## src/rtl/mudi_issue_ctrl.sv

```systemverilog
// In-order issue controller for the multiply/divide unit: buffers E-stage HI/LO requests,
// pulses start per op, waits out the unit's busy window and serves mfhi/mflo as tagged responses.
module mudi_issue_ctrl #(
  parameter int unsigned FIFO_DEPTH = 2,
  parameter int unsigned WATCHDOG   = 32
) (
  input  logic        clk,
  input  logic        reset,
  input  logic        req_valid,
  output logic        req_ready,
  input  logic [2:0]  req_op,
  input  logic [31:0] req_src1,
  input  logic [31:0] req_src2,
  input  logic [4:0]  req_tag,
  output logic        mudi_start,
  output logic [2:0]  mudi_op,
  output logic [31:0] mudi_src1,
  output logic [31:0] mudi_src2,
  input  logic        mudi_busy,
  input  logic [31:0] mudi_hi,
  input  logic [31:0] mudi_lo,
  output logic        rsp_valid,
  input  logic        rsp_ready,
  output logic [31:0] rsp_data,
  output logic [4:0]  rsp_tag,
  output logic        div0,
  output logic        timeout
);

  localparam int unsigned AW = $clog2(FIFO_DEPTH);
  localparam int unsigned CW = AW + 1;
  localparam int unsigned WW = $clog2(WATCHDOG + 1);

  typedef enum logic [2:0] {
    OP_MULT  = 3'd0,
    OP_MULTU = 3'd1,
    OP_DIV   = 3'd2,
    OP_DIVU  = 3'd3,
    OP_MTHI  = 3'd4,
    OP_MTLO  = 3'd5,
    OP_MFHI  = 3'd6,
    OP_MFLO  = 3'd7
  } op_e;

  typedef enum logic [1:0] {
    S_IDLE,
    S_ISSUE,
    S_WAIT,
    S_RESP
  } state_e;

  typedef struct packed {
    op_e         op;
    logic [31:0] src1;
    logic [31:0] src2;
    logic [4:0]  tag;
  } req_t;

  req_t          r_mem [FIFO_DEPTH];
  logic [AW-1:0] r_wr_ptr;
  logic [AW-1:0] r_rd_ptr;
  logic [CW-1:0] r_count;
  state_e        r_state;
  logic [WW-1:0] r_wd;

  logic w_full;
  logic w_empty;
  logic w_push;
  logic w_pop;
  logic w_read;
  logic w_drop;
  logic w_issue;
  req_t w_head;

  assign w_full    = (r_count == CW'(FIFO_DEPTH));
  assign w_empty   = (r_count == '0);
  assign req_ready = !w_full;
  assign w_push    = req_valid && !w_full;
  assign w_head    = r_mem[r_rd_ptr];
  assign w_pop     = (r_state == S_IDLE) && !w_empty && !mudi_busy;

  // A popped entry resolves to exactly one of: issue, read response, or divide-by-zero drop.
  always_comb begin
    w_read  = 1'b0;
    w_drop  = 1'b0;
    w_issue = 1'b0;
    if (w_pop) begin
      if (w_head.op == OP_MFHI || w_head.op == OP_MFLO) begin
        w_read = 1'b1;
      end else if ((w_head.op == OP_DIV || w_head.op == OP_DIVU) && (w_head.src2 == '0)) begin
        w_drop = 1'b1;
      end else begin
        w_issue = 1'b1;
      end
    end
  end

  always_ff @(posedge clk) begin
    if (w_push) begin
      r_mem[r_wr_ptr] <= '{op: op_e'(req_op), src1: req_src1, src2: req_src2, tag: req_tag};
    end
  end

  always_ff @(posedge clk or negedge reset) begin
    if (!reset) begin
      r_wr_ptr <= '0;
      r_rd_ptr <= '0;
      r_count  <= '0;
    end else begin
      if (w_push) begin
        r_wr_ptr <= r_wr_ptr + 1'b1;
      end
      if (w_pop) begin
        r_rd_ptr <= r_rd_ptr + 1'b1;
      end
      unique case ({w_push, w_pop})
        2'b10:   r_count <= r_count + 1'b1;
        2'b01:   r_count <= r_count - 1'b1;
        default: r_count <= r_count;
      endcase
    end
  end

  always_ff @(posedge clk or negedge reset) begin
    if (!reset) begin
      r_state    <= S_IDLE;
      r_wd       <= '0;
      mudi_start <= 1'b0;
      mudi_op    <= '0;
      mudi_src1  <= '0;
      mudi_src2  <= '0;
      rsp_valid  <= 1'b0;
      rsp_data   <= '0;
      rsp_tag    <= '0;
      div0       <= 1'b0;
      timeout    <= 1'b0;
    end else begin
      mudi_start <= 1'b0;
      div0       <= 1'b0;
      unique case (r_state)
        S_IDLE: begin
          if (w_issue) begin
            mudi_start <= 1'b1;
            mudi_op    <= w_head.op;
            mudi_src1  <= w_head.src1;
            mudi_src2  <= w_head.src2;
            r_state    <= S_ISSUE;
          end else if (w_read) begin
            rsp_valid <= 1'b1;
            rsp_data  <= (w_head.op == OP_MFHI) ? mudi_hi : mudi_lo;
            rsp_tag   <= w_head.tag;
            r_state   <= S_RESP;
          end else if (w_drop) begin
            div0 <= 1'b1;
          end
        end
        S_ISSUE: begin
          r_wd    <= '0;
          r_state <= (mudi_op == OP_MTHI || mudi_op == OP_MTLO) ? S_IDLE : S_WAIT;
        end
        S_WAIT: begin
          if (!mudi_busy) begin
            r_wd    <= '0;
            r_state <= S_IDLE;
          end else if (r_wd == WW'(WATCHDOG - 1)) begin
            r_wd    <= '0;
            timeout <= 1'b1;
            r_state <= S_IDLE;
          end else begin
            r_wd <= r_wd + 1'b1;
          end
        end
        S_RESP: begin
          if (rsp_ready) begin
            rsp_valid <= 1'b0;
            r_state   <= S_IDLE;
          end
        end
        default: r_state <= S_IDLE;
      endcase
    end
  end

endmodule
```

## config.mk

```make
export PLATFORM = sky130hd
export DESIGN_NAME = mudi_issue_ctrl
export DESIGN_NICKNAME = d
export VERILOG_FILES = /design/src/rtl/mudi_issue_ctrl.sv
export SDC_FILE = /design/constraint.sdc
export NUM_CORES = 1
export LEC_CHECK = 0
export ABC_AREA = 1
export CORE_ASPECT_RATIO = 1.75
export CORE_UTILIZATION = 40
export CTS_CLUSTER_SIZE = 16
export DETAILED_ROUTE_END_ITERATION = 12
export GPL_ROUTABILITY_DRIVEN = 1
export PLACE_DENSITY = 0.66
export SKIP_LAST_GASP = 1
export SYNTH_ARGS = -nofsm -noshare
export SYNTH_HDL_FRONTEND = slang
export SYNTH_SLANG_ARGS = --single-unit
```

## constraint.sdc

```tcl
create_clock -name clk -period 8.4 [get_ports clk]
set_input_delay 1.68 -clock clk [delete_from_list [all_inputs] [get_ports clk]]
set_output_delay 1.68 -clock clk [all_outputs]
set_load 0.1 [all_outputs]
```

==> impl_metrics.csv <==
group,metric,value,unit
status,status,"complete, no violations",
timing,holdWs,0.4761,ns
setup_path,cp.arrival,2.24,ns
clock_network,numCtsBuffers,25,
clock_network,clk_latency,0.54,ns
setup_path,critPathCaptureType,"output port",
timing,maxSlewHeadroom,0.2863,
yosys,avgSynthCellArea,10.34,µm²
floorplanning,dieArea,26960,µm²
setup_path,ff2ff_setup_slack,5.23,ns
layout,drive_above_1_share,0.04229,
min_path,hold_path_startpoint,"timeout",
layout,area_growth,33.14,%
flow_run,cap_violations,0,
layout,antenna_cells,0,
layout,final_common_cell,"nand2_1",
yosys,ys_ff_latch,264,
clock_network,tritoncts,"done",
setup_path,cp.required,6.72,ns
clock_network,clk_pin_slew,0.06,ns
floorplanning,rows,78,
yosys,synth.area.mux_share,0.0009520,
place,io_buffers,249,
route,wl,25690,µm
place,post-dp-hpwl,17180,µm
clock_network,post_cts_buffers,0,
setup_path,cpPeakStageDelay,1.15,ns
min_path,holdPathStages,1,
clock_network,cts_resized,0,
route,drt_iter0_drc,441,
timing,drv_slew,0,
route,num_vias,7581,
yosys,ys_warn_count,0,
timing,worst_pin_slew,1.067,ns
clock_network,hold_buffers,0,
route,first_pass_iters,5,
clock_network,clock_path_buffers,3,
setup_path,path_cells,"inv_1, nand2_1, clkdlybuf4s50_1",
yosys,synthesis.area,10510,µm²
floorplanning,start_util,0.4065,
global_route,grt.total_usage,0.1927,
min_path,min_to,"timeout",
route,post_drt_wl_per_cell,16.09,µm
global_route,antenna_found_initial,0,
yosys,syn_inst,1017,
timing,finalSetupTns,0,ns
layout,final_util,0.5413,
setup_path,r2r_start,"r_rd_ptr",
yosys,synth.distinct_cells,29,
route,antenna_left,0,
global_route,grt_pass1_wl,40500,µm
timing,rsz0062_at_grt,"false",
floorplanning,die_w,124.6,µm
floorplanning,core_area,25860,µm²
setup_path,critPathSlowestCell,"clkdlybuf4s50_1",
clock_network,cts_max_level,1,
global_route,grt_pass1_vias,7559,
route,post-route-drc-count,0,
timing,fin_crit_sh,0.4669,
yosys,synth_simple_gate_area_share,0.1935,
timing,setup_viol,0,
global_route,grt-ovfl-total,0,
setup_path,rr_worst_depth,15,
yosys,synth_compound_gate_area_share,0.05010,
route,vias_per_cell,4.747,
setup_path,critPathMaxFanout,5,
layout,final_area,14000,µm²
global_route,grt_max_degree,76,
yosys,synth_xor_area_frac,0.004165,
floorplanning,chipHeight,216.5,µm
floorplanning,ioPinCount,250,
setup_path,r2r_end,"r_state[0]",
timing,fin_skew,0.02368,ns
timing,max_clock_freq,255.0,MHz
place,postPlaceCellArea,13250,µm²
place,place_congestion,0.7949,
yosys,synth_top_family_by_area,"simple AND/OR/NAND/NOR gates",
yosys,syn-num-nets,1164,
yosys,synth_seq_area_share,0.6969,
setup_path,crit_family,"buffers and inverters",
min_path,hold_path.class,"reg2reg",
setup_path,crit_path_start_kind,"register",
yosys,synthAdderAreaFrac,0.007140,
timing,min_period,3.922,ns
layout,final_cell_mix,"456 x nand2_1, 248 x clkdlybuf4s50_1, 144 x edfxtp_1",
setup_path,critPathKind,"reg2out",
clock_network,clock_sinks,264,
timing,hold_viol_final,0,
layout,num-nets-final,1405,
clock_network,cts-root-buf,"clkbuf_16",
setup_path,path_buf_inv,2,
==> worst max-delay path by stage <==
| stage | from | endpoint | slack [ns] | cells after the start |
|---|---|---|---|---|
| floorplan | req_valid | r_mem[1][0] | 3.04 | 2 |
| global placement | mudi_busy | mudi_src2[28] | 4.30 | 8 |
| detailed placement | mudi_busy | mudi_src1[16] | 4.25 | 8 |
| CTS | r_count[0] | req_ready | 4.45 | 3 |
| global route | r_count[0] | req_ready | 4.39 | 3 |
| finish | r_count[0] | req_ready | 4.48 | 3 |
==> registers in the layout, summed over array words and instances (netlist names) <==
register    count
div0            1
mudi_op         3
mudi_src1      32
mudi_src2      32
mudi_start      1
r_count         2
r_mem         144
r_rd_ptr        1
r_state         2
r_wd            6
r_wr_ptr        1
rsp_data       32
rsp_tag         5
rsp_valid       1
timeout         1
==> synth_stat cells <==
library cell    n  area share
nor4_1          1     0.00060
buf_1           3      0.0011
or2_1           1     0.00060
clkbuf_1       16      0.0057
ha_1            6      0.0071
buf_2          16      0.0076
o31ai_1         5      0.0036
nand2_1       457        0.16
nand3_1        12      0.0057
nor2_1         46       0.016
a21o_1          1     0.00071
nor3_1          7      0.0033
inv_1          66       0.024
nand3b_1        1     0.00071
o21ai_0        38       0.018
mux2i_1         1     0.00095
nand4_1         2      0.0012
edfxtp_1      144        0.41
nand2_2         1     0.00060
a21oi_1        38       0.018
dfrtp_1       120        0.29
xor2_1          2      0.0017
o21a_1          1     0.00071
buf_6           8      0.0086
o21ai_1        17      0.0081
a22o_1          1     0.00083
inv_2           2     0.00071
xnor2_1         3      0.0025
nand4_2         1      0.0012
==> routing by layer <==
layer  routed length, µm  up-vias  GRT usage
met5                   0        -          0
met4                1021        0    0.09197
met3                1510       51    0.03333
met2               13920      237     0.3604
met1                9240     3545     0.2077
li1                    -     3748          -
==> cells by family after synthesis <==
group	count (synthesis)
adders and majority gates	6
xor gates and xnor gates	5
buffers and inverters	111
and+or+nand+nor	529
AOI/OAI and AO/OA	101
muxes	1
DFF	264
==> cell type report <==
type | instances | area [µm²]
clock inverter | 10 | 61.31
fill | 2252 | 11860
inverter | 68 | 255.2
sequential | 264 | 7328
timing repair buffer | 257 | 2554
clock buffer | 36 | 686.9
tap | 320 | 400.4
multi-input combinational | 642 | 2713
==> per-stage QoR <==
step | setup slack, ns | cells
floorplan | 3.040 | 1017
global placement | 4.298 | 1551
detailed placement | 4.245 | 1551
CTS | 4.451 | 1597
global route | 4.388 | 1597
finish | 4.478 | 1597
Power is not shown: default switching activity piles up to over one toggle a cycle in this logic, so the estimate is an artifact.
